## src/rtl/bam_pkg.sv

```systemverilog
// Shared types, width helpers and default constants for the broken-array
// approximate multiplier controller.
package bam_pkg;

  typedef enum logic [1:0] {
    IDLE = 2'd0,
    RUN  = 2'd1,
    DONE = 2'd2
  } bam_state_t;

  localparam int BAM_N_DEFAULT = 8;
  localparam int BAM_H7        = 7;
  localparam int BAM_V11       = 11;

  // h_cut must be able to express 0..N
  function automatic int bam_hw(input int n);
    return $clog2(n + 1);
  endfunction

  // v_cut must be able to express 0..2N
  function automatic int bam_vw(input int n);
    return $clog2(2 * n + 1);
  endfunction

endpackage

```

## src/rtl/bam_row_mask.sv

```systemverilog
// Applies the vertical-cut column rule to one partial-product row:
// bit i of the row survives only when its column i+j is at or above v.
module bam_row_mask
  import bam_pkg::*;
#(
  parameter int N  = BAM_N_DEFAULT,
  parameter int HW = bam_hw(N),
  parameter int VW = bam_vw(N)
) (
  input  logic [N-1:0]  a,
  input  logic [HW-1:0] j,
  input  logic [VW-1:0] v,
  output logic [N-1:0]  row
);

  generate
    for (genvar gi = 0; gi < N; gi++) begin : g_col
      assign row[gi] = a[gi] & ((32'(gi) + 32'(j)) >= 32'(v));
    end
  endgenerate

endmodule

```

## src/rtl/bam_seq_mult_ctrl.sv

```systemverilog
// Sequential BAM multiplier: one partial-product row per clock from row H up
// to row N-1, with valid/ready handshakes on operands and result.
module bam_seq_mult_ctrl
  import bam_pkg::*;
#(
  parameter int N  = BAM_N_DEFAULT,
  parameter int HW = bam_hw(N),
  parameter int VW = bam_vw(N)
) (
  input  logic           clk,
  input  logic           rst,
  input  logic           in_valid,
  output logic           in_ready,
  input  logic [N-1:0]   a,
  input  logic [N-1:0]   b,
  input  logic [HW-1:0]  h_cut,
  input  logic [VW-1:0]  v_cut,
  output logic           out_valid,
  input  logic           out_ready,
  output logic [2*N-1:0] product,
  output logic           busy
);

  localparam int JIW = (N > 1) ? $clog2(N) : 1;

  bam_state_t     state_reg;
  logic [N-1:0]   a_reg;
  logic [N-1:0]   b_reg;
  logic [VW-1:0]  v_reg;
  logic [HW-1:0]  j_reg;
  logic [2*N-1:0] acc_reg;
  logic           in_ready_reg;
  logic           out_valid_reg;
  logic           busy_reg;

  logic [N-1:0]   row_masked;
  logic [2*N-1:0] row_term;

  bam_row_mask #(
    .N  (N),
    .HW (HW),
    .VW (VW)
  ) u_row_mask (
    .a   (a_reg),
    .j   (j_reg),
    .v   (v_reg),
    .row (row_masked)
  );

  // In RUN j_reg < N, so the low bits address b_reg directly.
  assign row_term = b_reg[j_reg[JIW-1:0]] ? ({{N{1'b0}}, row_masked} << j_reg) : '0;

  always_ff @(posedge clk) begin
    if (rst) begin
      state_reg     <= IDLE;
      a_reg         <= '0;
      b_reg         <= '0;
      v_reg         <= '0;
      j_reg         <= '0;
      acc_reg       <= '0;
      in_ready_reg  <= 1'b1;
      out_valid_reg <= 1'b0;
      busy_reg      <= 1'b0;
    end else begin
      case (state_reg)
        IDLE: begin
          if (in_valid) begin
            a_reg        <= a;
            b_reg        <= b;
            v_reg        <= v_cut;
            j_reg        <= h_cut;
            acc_reg      <= '0;
            in_ready_reg <= 1'b0;
            busy_reg     <= 1'b1;
            state_reg    <= (h_cut >= HW'(N)) ? DONE : RUN;
          end
        end
        RUN: begin
          acc_reg <= acc_reg + row_term;
          j_reg   <= j_reg + 1'b1;
          if (j_reg == HW'(N - 1)) begin
            state_reg <= DONE;
          end
        end
        DONE: begin
          // out_valid rises one cycle after entering DONE, so the handshake
          // only ever sees a fully settled accumulator.
          if (out_valid_reg && out_ready) begin
            out_valid_reg <= 1'b0;
            in_ready_reg  <= 1'b1;
            busy_reg      <= 1'b0;
            state_reg     <= IDLE;
          end else begin
            out_valid_reg <= 1'b1;
          end
        end
        default: begin
          state_reg <= IDLE;
        end
      endcase
    end
  end

  assign in_ready  = in_ready_reg;
  assign out_valid = out_valid_reg;
  assign busy      = busy_reg;
  assign product   = acc_reg;

endmodule

```

## config.mk

```make
export PLATFORM = sky130hd
export DESIGN_NAME = bam_seq_mult_ctrl
export DESIGN_NICKNAME = d
export VERILOG_FILES = /design/src/rtl/bam_pkg.sv /design/src/rtl/bam_row_mask.sv /design/src/rtl/bam_seq_mult_ctrl.sv
export SDC_FILE = /design/constraint.sdc
export NUM_CORES = 1
export LEC_CHECK = 0
export BUFFER_PORTS_ARGS = -buffer_cell sky130_fd_sc_hd__buf_2
export CORE_UTILIZATION = 30
export CTS_BUF_LIST = sky130_fd_sc_hd__clkbuf_4 sky130_fd_sc_hd__clkbuf_8 sky130_fd_sc_hd__clkbuf_16
export DETAILED_ROUTE_END_ITERATION = 10
export SYNTH_ARGS = -nofsm -noshare
export SYNTH_HDL_FRONTEND = slang
export SYNTH_SLANG_ARGS = --single-unit
```

## constraint.sdc

```tcl
create_clock -name clk -period 5.28 [get_ports clk]
set_input_delay 0 -clock clk [delete_from_list [all_inputs] [get_ports clk]]
set_output_delay 0 -clock clk [all_outputs]
set_load 0.05 [all_outputs]
```

==> results.cfg, run 1 <==
[run_status]
status = complete, no violations

[routing]
ant_nets = 0
wl_um = 10620
first_pass_iters = 5
num_vias = 3850
wl_per_cell_um = 14.22
drtIter0Drc = 214
drcViolationCount = 0
via_per_inst = 5.154

[setup_path]
timing.rr.end = product[15]$_SDFFE_PP0P_
worstReg2RegStart = j_reg[2]$_SDFFE_PP0P_
cp_num_buf_inv = 2
critical_path.cell_chain = buf_4 -> ha_1 -> and2_1 -> ha_1 -> and3_1 -> a21oi_1 -> o21ai_1 -> and3_1 -> nor4_1 -> nor2_1 -> nor2_1 -> nor2_1 -> ha_1 -> a2111oi_2 -> inv_2 -> o2111ai_1 -> a21oi_1 -> a211o_1 -> nand2_1 -> mux2i_1 -> a311o_1
worstPathMaxFanout = 25
crit_family = compound AO/OA/AOI/OAI gates
slowest_stage = a2111oi_2
crit_path_end_kind = register
r2r_cells = 21
start_kind = register
cp.arrival_ns = 5.14
worstPathRequired_ns = 5.47
rrSetupSlack_ns = 0.33
max_stage_delay_ns = 0.52
crit_type = register to register

[grt]
antenna_found_initial = 0
grt_pass1_vias = 3513
grt_first_pass_wirelength_um = 17040
grt_max_degree = 48
grt_usage_pct = 16.20
grt_overflow = 0

[floorplan]
rows = 41
core_area_um2 = 12570
ios = 48
floorplan.initialDensity_pct = 30.74
die_height_um = 115.5
die_x_um = 115.5
die-area_um2 = 13340

[yosys]
synthTopCellsByArea = dfxtp_1 24%, ha_1 17%, a21oi_1 9.5%
yosysSeqAreaShare_pct = 23.83
yosysWarningCount = 0
synth.distinct_cells = 54
syn_avg_cell_area_um2 = 7.532
synth_fp_nets = 597
yosysMostFrequentCell = nand2_1
ys_ff_latch = 46
netlist_area_um2 = 3864
async_reset_ff_share_pct = 0
synth_top_area_cell = dfxtp_1
syn_inst = 513
synth_edf_count = 0
synth_commonest_cells = 93 x nand2_1, 73 x a21oi_1, 54 x ha_1
yosysTopAreaCellShare_pct = 23.83
yosys_most_used_dff = dfxtp_1

[hold_path]
hold_class = input port to register
hp-start = h_cut[1]
holdPathStages = 3
hold_path_end = j_reg[1]$_SDFFE_PP0P_

[timing]
tns_ns = 0
clock.fmax_mhz = 202.0
final.period_utilization_pct = 93.75
hold_ws_ns = 0.01132
drv_slew = 0
period_minus_slack_ns = 4.950
setup_viol = 0
rsz0062_at_grt = false
hold_viol_final = 0
maxSlewHeadroom_pct = 28.43
fin_ws_ns = 0.3302
tightest_slew_ns = 1.072
clock-skew-final_ns = 0.007202

[final_layout]
drive_above_1_share_pct = 14.61
area_growth_pct = 20.69
nets = 658
largest_reg_flops = 16
diodes = 0
design_area_um2 = 4663

[placed_design]
io_buffers = 47
place_ws_ns = 0.2715
hpwlAfterDp_um = 7748
gp_congestion = 0.9178
placed_cell_area_um2 = 4292

[pwr]
power_density_nw_per_um2 = 222.0
power.leakage_nw = 2.054
ir_drop_mv = 0.1271
finalPower_mw = 1.035

[cts]
clkSinkCount = 46
cts_max_path_buffers = 2
cts_tree = yes
cts_made_buffers = 5
clk_latency_ns = 0.30
cts_max_level = 2
cts_setup_buffers = 0
clk_pin_slew_worst_paths_ns = 0.07
cts-root-buf = clkbuf_16

[flow_run]
drv_cap = 0
[kinds of logic (layout without fill, tap and decap cells)]
| kind of cell | Yosys count | count (layout) | share of synthesized area, % |
|---|---|---|---|
| AOI/OAI and AO/OA | 148 | 148 | 23.61 |
| muxes | 16 | 16 | 4.663 |
| and+or+nand+nor | 183 | 183 | 20.98 |
| adders and majority gates | 55 | 55 | 18.01 |
| DFF | 46 | 46 | 23.83 |
| xor gates and xnor gates | 18 | 18 | 4.080 |
| buffers and inverters | 47 | 109 | 4.825 |
[where the power goes]
group | internal (mW) | switching [mW]
clock network | 0.178 | 0.155
registers | 0.366 | 0.0181
logic | 0.128 | 0.190
total | 0.672 | 0.364
[worst reg2reg max path, stage by stage, from the launching register on]
cell and delay [ns]:
dfxtp_1 0.34, buf_4 0.30, ha_1 0.36, and2_1 0.18, ha_1 0.23, and3_1 0.18
a21oi_1 0.11, o21ai_1 0.15, and3_1 0.22, nor4_1 0.44, nor2_1 0.07, nor2_1 0.12
nor2_1 0.05, ha_1 0.36, a2111oi_2 0.52, inv_2 0.04, o2111ai_1 0.28, a21oi_1 0.14
a211o_1 0.30, nand2_1 0.07, mux2i_1 0.07, a311o_1 0.32
[through the flow]
stage,instances,util [%]
2_1_floorplan,513,-
3_3_place_gp,717,34.15
3_5_place_dp,717,34.15
4_1_cts,747,37.09
5_1_grt,747,37.10
6_report,747,37.10
[per-layer routing]
metal	GRT usage [%]	vias to the layer above	share of wire, %	routed length (um)
met5	0	-	0	0
met4	5.022	0	1.4	150
met3	2.667	9	4.5	477
met2	27.70	109	47	5021
met1	20.78	1786	47	4973
li1	-	1946	-	-
[how the worst max path moves through the flow]
stage / start / cells past startpoint / end
global placement: j_reg[3]$_SDFFE_PP0P_ / 20 / product[15]$_SDFFE_PP0P_
CTS: j_reg[3]$_SDFFE_PP0P_ / 20 / product[15]$_SDFFE_PP0P_
floorplan: j_reg[1]$_SDFFE_PP0P_ / 23 / product[15]$_SDFFE_PP0P_
detailed placement: j_reg[3]$_SDFFE_PP0P_ / 20 / product[15]$_SDFFE_PP0P_
global route: j_reg[1]$_SDFFE_PP0P_ / 21 / product[15]$_SDFFE_PP0P_
finish: j_reg[2]$_SDFFE_PP0P_ / 21 / product[15]$_SDFFE_PP0P_
[layout by cell type (no fill, tap or decap), drive strengths merged, types with 3 or more instances in the layout]
master and count:
and2 6, mux2i 9, dlygate4sd3 22, a211oi 4
mux2 6, or3 4, nand2 93, clkbuf 5
a22oi 3, xor2 5, xnor2 13, a21oi 73
o21bai 3, nand3 23, a31oi 6, ha 54
dfxtp 46, a31o 3, clkinv 3, and3 4
nor2b 6, nand2b 4, a21o 9, o21ai 24
a41oi 6, inv 20, nor3 10, nor2 27
buf 58
[final cells by class]
| cell class | count | area, um2 |
|---|---|---|
| repair buffers | 80 | 538.0 |
| fillers | 1333 | 7905 |
| flip-flops and latches | 46 | 922.1 |
| clock buffers | 5 | 125.1 |
| multi-input cells | 420 | 2759 |
| inverters | 21 | 78.83 |
| clock inverters | 3 | 25.02 |
| well taps | 172 | 215.2 |
[what timing repair did]
action,4_1_cts,5_1_grt
hold endpoints to repair,22,0
setup endpoints to repair,0,3
gates resized for setup,0,1
hold buffers,22,0
No activity file was read; power rests on OpenSTA's default activity.
==> inputs of run 2 (changes only) <==
- PLACE_DENSITY_LB_ADDON: not set -> 0.08
- REMOVE_ABC_BUFFERS: not set -> 1
==> run 2 against run 1 <==
Clock skew up 0.00099 ns. Design area is 1.1% higher. Sequential share of layout area decreased by 0.24 points. Maximum frequency increased by 1.2%. Flip-flop and latch count stayed put. First-iteration DRC count shrank 23%. Power rose by 0.54%. Largest power group unchanged. Worst hold slack worse by 0.0019 ns. Core utilization increased by 0.41 points. Global-route usage rose by 2.2 points. Die area is the same. Worst setup slack better by 0.059 ns.
==> results.cfg, run 2 (synthesis results as in run 1) <==
[final_layout]
nets = 661
largest_reg_flops = 16
area_growth_pct = 22.02
layout_commonest_cell = nand2_1
drive_above_1_share_pct = 15.74
design_area_um2 = 4715
diodes = 0
layout_common_cells = 93 x nand2_1, 73 x a21oi_1, 53 x ha_1

[cts]
clkSinkCount = 46
cts-root-buf = clkbuf_16
cts_tree = yes
cts_max_level = 2
clk_pin_slew_worst_paths_ns = 0.07
clk_latency_ns = 0.30
cts_max_path_buffers = 2
cts_made_buffers = 5

[hold_path]
hold_class = input port to register

[grt]
grt_first_pass_wirelength_um = 19000
use_met1_pct = 25.27
met2_usage_pct = 29.30
antenna_found_initial = 0
met3_usage_pct = 3.713
busiest_layer = met2
grt_overflow = 0
grt_usage_pct = 18.38
grt_pass1_vias = 3752
grt_max_degree = 48

[floorplan]
floorplan.initialDensity_pct = 30.74
core_area_um2 = 12570
rows = 41
die_x_um = 115.5
die_height_um = 115.5
die-area_um2 = 13340
ios = 48

[pwr]
ir_drop_mv = 0.1018
finalPower_mw = 1.041
power.leakage_nw = 2.075
power_density_nw_per_um2 = 220.8

[timing]
final.period_utilization_pct = 92.64
clock-skew-final_ns = 0.008191
hold_viol_final = 0
maxSlewHeadroom_pct = 42.68
setup_viol = 0
fin_ws_ns = 0.3888
tightest_slew_ns = 0.8560
period_minus_slack_ns = 4.891
hold_ws_ns = 0.009426
clock.fmax_mhz = 204.4
drv_slew = 0

[placed_design]
io_buffers = 47
hpwlAfterDp_um = 8195
placed_cell_area_um2 = 4324
place_ws_ns = 0.3104
gp_congestion = 0.8214

[routing]
via_per_inst = 5.092
drtIter0Drc = 164
wl_per_cell_um = 15.28
drcViolationCount = 0
num_vias = 3819
ant_nets = 0
wl_um = 11460
first_pass_iters = 4

[run_status]
status = complete, no violations

[setup_path]
crit_family = compound AO/OA/AOI/OAI gates
worstPathRequired_ns = 5.47
crit_path_end_kind = register
worstPathMaxFanout = 6
critical_path.cell_chain = clkinv_1 -> buf_4 -> ha_1 -> a21o_1 -> ha_1 -> nand3_1 -> nand2_1 -> a41oi_1 -> mux2_2 -> mux2_2 -> nor2_1 -> nor2_1 -> nor2_1 -> ha_1 -> a2111oi_4 -> inv_2 -> o2111ai_1 -> a21oi_1 -> a211o_1 -> nand2_1 -> mux2i_1 -> a311o_1
start_kind = register
slowest_stage = a2111oi_4
cp_num_buf_inv = 3
max_stage_delay_ns = 0.46
cp.arrival_ns = 5.08
crit_type = register to register

[flow_run]
drv_cap = 0
-- run 2: worst reg2reg max path: stages, from the launching register on --
cell       delay [ns]
dfxtp_1          0.45
clkinv_1         0.18
buf_4            0.18
ha_1             0.23
a21o_1           0.20
ha_1             0.29
nand3_1          0.10
nand2_1          0.06
a41oi_1          0.30
mux2_2           0.28
mux2_2           0.18
nor2_1           0.04
nor2_1           0.14
nor2_1           0.06
ha_1             0.39
a2111oi_4        0.46
inv_2            0.06
o2111ai_1        0.28
a21oi_1          0.14
a211o_1          0.31
nand2_1          0.07
mux2i_1          0.06
a311o_1          0.33
-- run 2: layer usage --
| metal | up-vias | wire [um] |
|---|---|---|
| met5 | - | 0 |
| met4 | 0 | 140 |
| met3 | 11 | 368 |
| met2 | 62 | 4970 |
| met1 | 1792 | 5980 |
| li1 | 1954 | - |
-- run 2: path summary, 6_finish.rpt --
kind                                       startpoint  cells after the start  slack (ns)                       end
worst max register to register  j_reg[2]$_SDFFE_PP0P_                     22        0.39  product[15]$_SDFFE_PP0P_
worst min-delay path                         h_cut[1]                      3       0.009     j_reg[1]$_SDFFE_PP0P_
worst min register to register  b_reg[3]$_SDFFE_PP0P_                      2        0.45     b_reg[3]$_SDFFE_PP0P_
worst max-delay path            j_reg[2]$_SDFFE_PP0P_                     22        0.39  product[15]$_SDFFE_PP0P_
-- run 2: report_power, final --
group          leakage, nW  total [mW]  internal (mW)  switching (mW)
Combinational         1.62       0.328          0.130           0.198
Clock               0.0742       0.332          0.181           0.150
Sequential           0.376       0.381          0.366          0.0158
Total                 2.07        1.04          0.677           0.364
-- run 2: final cells by class --
class	count	area (um2)
Clock buffer	6	132.6
Timing Repair Buffer	83	561.8
Tap cell	172	215.2
Inverter	21	78.83
Sequential cell	46	920.9
Multi-Input combinational cell	420	2791
Clock inverter	2	13.76
Fill cell	1331	7854
-- run 2: through the flow --
step,setup TNS (ns),cells,utilization (%)
global placement,0,721,34.41
finish,0,750,37.51
CTS,0,750,37.24
floorplan,0,487,-
detailed placement,0,721,34.41
global route,-0.005079,750,37.51
-- run 2: what timing repair did --
action / 4_1_cts / 5_1_grt
buffers inserted: 0 / 0
endpoints found under the setup margin: 0 / 3
resized for setup: 0 / 5
hold buffers: 21 / 0
endpoints found under the hold margin: 21 / 0
==> inputs of run 3 (changes only) <==
- CORE_ASPECT_RATIO: not set -> 2
- CORE_UTILIZATION: 30 -> 59
==> run 3 against run 2 <==
Sequential share of layout area increased by 0.46 points. Highest routed layer unchanged. Final cell count decreased by 12%. Design area decreased by 2.3%.
==> results.cfg, run 3 (synthesis results as in run 1) <==
[timing]
period_minus_slack_ns = 4.880
rsz0062_at_grt = false
clock-skew-final_ns = 0.008783
drv_slew = 0
hold_viol_final = 0
hold_ws_ns = 0.03484
final.period_utilization_pct = 92.42
maxSlewHeadroom_pct = 42.08
tightest_slew_ns = 0.8689
clock.fmax_mhz = 204.9
tns_ns = 0
setup_viol = 0

[setup_path]
timing.rr.end = product[15]$_SDFFE_PP0P_
worstReg2RegStart = j_reg[0]$_SDFFE_PP0P_
r2r_cells = 22
slowest_stage = dfxtp_1
path_depth = 22
worstPathRequired_ns = 5.45
start_kind = register
critical_path.cell_chain = inv_2 -> ha_1 -> xnor2_1 -> ha_1 -> a21oi_1 -> o21ai_0 -> a41oi_1 -> nor3_1 -> nor4_1 -> buf_4 -> nor2_1 -> nor2_1 -> nor2_1 -> ha_1 -> a2111oi_4 -> inv_2 -> o2111ai_1 -> a21oi_1 -> a211o_1 -> nand2_1 -> mux2i_1 -> a311o_1
cp_num_buf_inv = 3
crit_type = register to register
crit_path_end_kind = register
max_stage_delay_ns = 0.51
crit_family = compound AO/OA/AOI/OAI gates
cp.arrival_ns = 5.05
rrSetupSlack_ns = 0.40
worstPathMaxFanout = 10

[hold_path]
hp-start = h_cut[1]
hold_class = input port to register
hold_path_end = j_reg[1]$_SDFFE_PP0P_
holdPathStages = 3

[cts]
cts_max_path_buffers = 2
cts_tree = yes
cts-root-buf = clkbuf_16
clk_latency_ns = 0.29
clk_pin_slew_worst_paths_ns = 0.06
clkSinkCount = 46
cts_max_level = 2
cts_made_buffers = 5
cts_setup_buffers = 0

[floorplan]
die_height_um = 116.4
die-area_um2 = 6896
rows = 41
die_x_um = 59.22
floorplan.initialDensity_pct = 61.23
ios = 48
core_area_um2 = 6310

[routing]
drtIter0Drc = 172
drcViolationCount = 0
ant_nets = 0
num_vias = 3908
first_pass_iters = 4
via_per_inst = 5.894
wl_um = 10580
wl_per_cell_um = 15.96

[final_layout]
layout_common_cells = 93 x nand2_1, 73 x a21oi_1, 54 x ha_1
area_growth_pct = 19.24
nets = 660
largest_reg_flops = 16
drive_above_1_share_pct = 15.08
layout_commonest_cell = nand2_1
diodes = 0

[pwr]
seqPwrFrac_pct = 35.8
power.leakage_nw = 2.083
switching_share_pct = 31.68
p_int_mw = 0.7295
p_clk_share_pct = 34.2
power_density_nw_per_um2 = 231.8
ir_drop_mv = 0.1868
combPwrFrac_pct = 30.0
power.switching_mw = 0.3382

[grt]
grt_overflow = 0
grt_first_pass_wirelength_um = 17110
grt_max_degree = 48
grt_pass1_vias = 3828
antenna_found_initial = 0
grt_usage_pct = 32.44

[flow_run]
drv_cap = 0

[placed_design]
gp_congestion = 0.9074
io_buffers = 47
hpwlAfterDp_um = 7928

[run_status]
status = complete, no violations
-- run 3: cell count changes in the layout (fill, tap and decap cells not counted) --
| cell | before | now |
|---|---|---|
| buf_6 | 1 | 0 |
| clkbuf_4 | 1 | 2 |
| clkinv_2 | 1 | 0 |
| nor2b_2 | 1 | 0 |
| ha_2 | 1 | 0 |
| a41oi_1 | 4 | 5 |
| bufinv_16 | 0 | 1 |
| nor2b_1 | 5 | 6 |
| a41oi_2 | 2 | 1 |
| clkinv_4 | 1 | 0 |
| ha_1 | 53 | 54 |
-- run 3: layer usage --
layer  share of wire (%)  up-vias  global-route usage [%]
li1                    -     1949                       -
met1                  36     1830                   31.16
met2                  56       83                   61.35
met5                   0        -                       0
met3                 2.0       46                   3.876
met4                 6.0        0                   21.59
-- run 3: cell type report --
| cell class | instances | area [um2] |
|---|---|---|
| Sequential cell | 46 | 920.9 |
| Fill cell | 551 | 1703 |
| Inverter | 21 | 78.83 |
| Tap cell | 86 | 107.6 |
| Timing Repair Buffer | 82 | 550.5 |
| Clock inverter | 1 | 30.03 |
| Multi-Input combinational cell | 420 | 2779 |
| Clock buffer | 7 | 140.1 |
-- run 3: through the flow --
step                      setup slack, ns  utilization [%]  total power, mW  cell area [um2]  instances
after floorplan                   0.04736                -           0.5933             3756        487
after global placement             0.4455            66.67           0.6850             4207        634
after detailed placement           0.3699            66.67           0.6946             4207        634
after CTS                          0.3519            72.69            1.070             4587        663
after global routing              0.02735            73.01            1.123             4607        663
final                              0.4003            73.01            1.068             4607        663
-- run 3: worst max-delay path by stage --
stage / start / to / slack, ns
after floorplan: j_reg[2]$_SDFFE_PP0P_ / product[15]$_SDFFE_PP0P_ / 0.05
after global placement: j_reg[0]$_SDFFE_PP0P_ / product[15]$_SDFFE_PP0P_ / 0.45
after detailed placement: j_reg[0]$_SDFFE_PP0P_ / product[15]$_SDFFE_PP0P_ / 0.37
after CTS: j_reg[0]$_SDFFE_PP0P_ / product[15]$_SDFFE_PP0P_ / 0.35
after global routing: j_reg[0]$_SDFFE_PP0P_ / product[15]$_SDFFE_PP0P_ / 0.03
final: j_reg[0]$_SDFFE_PP0P_ / product[15]$_SDFFE_PP0P_ / 0.40
-- run 3: power by group through the flow --
stage	sequential [mW]	combinational (mW)	clock (mW)
floorplan	0.406	0.187	0
global route	0.385	0.357	0.380
finish	0.383	0.320	0.365
detailed placement	0.391	0.304	0
CTS	0.383	0.317	0.371
global placement	0.390	0.295	0
-- run 3: worst reg2reg max path: stages (launching register included) --
cell       delay, ns
dfxtp_1         0.51
inv_2           0.18
ha_1            0.27
xnor2_1         0.19
ha_1            0.28
a21oi_1         0.14
o21ai_0         0.10
a41oi_1         0.35
nor3_1          0.08
nor4_1          0.30
buf_4           0.18
nor2_1          0.04
nor2_1          0.09
nor2_1          0.05
ha_1            0.39
a2111oi_4       0.42
inv_2           0.05
o2111ai_1       0.26
a21oi_1         0.14
a211o_1         0.31
nand2_1         0.07
mux2i_1         0.07
a311o_1         0.32
-- run 3: timing repair --
action                                  in CTS  in global routing
hold buffers                                21                  0
hold endpoints to repair                    21                  0
endpoints found under the setup margin       0                  3
gates resized for setup                      0                  2
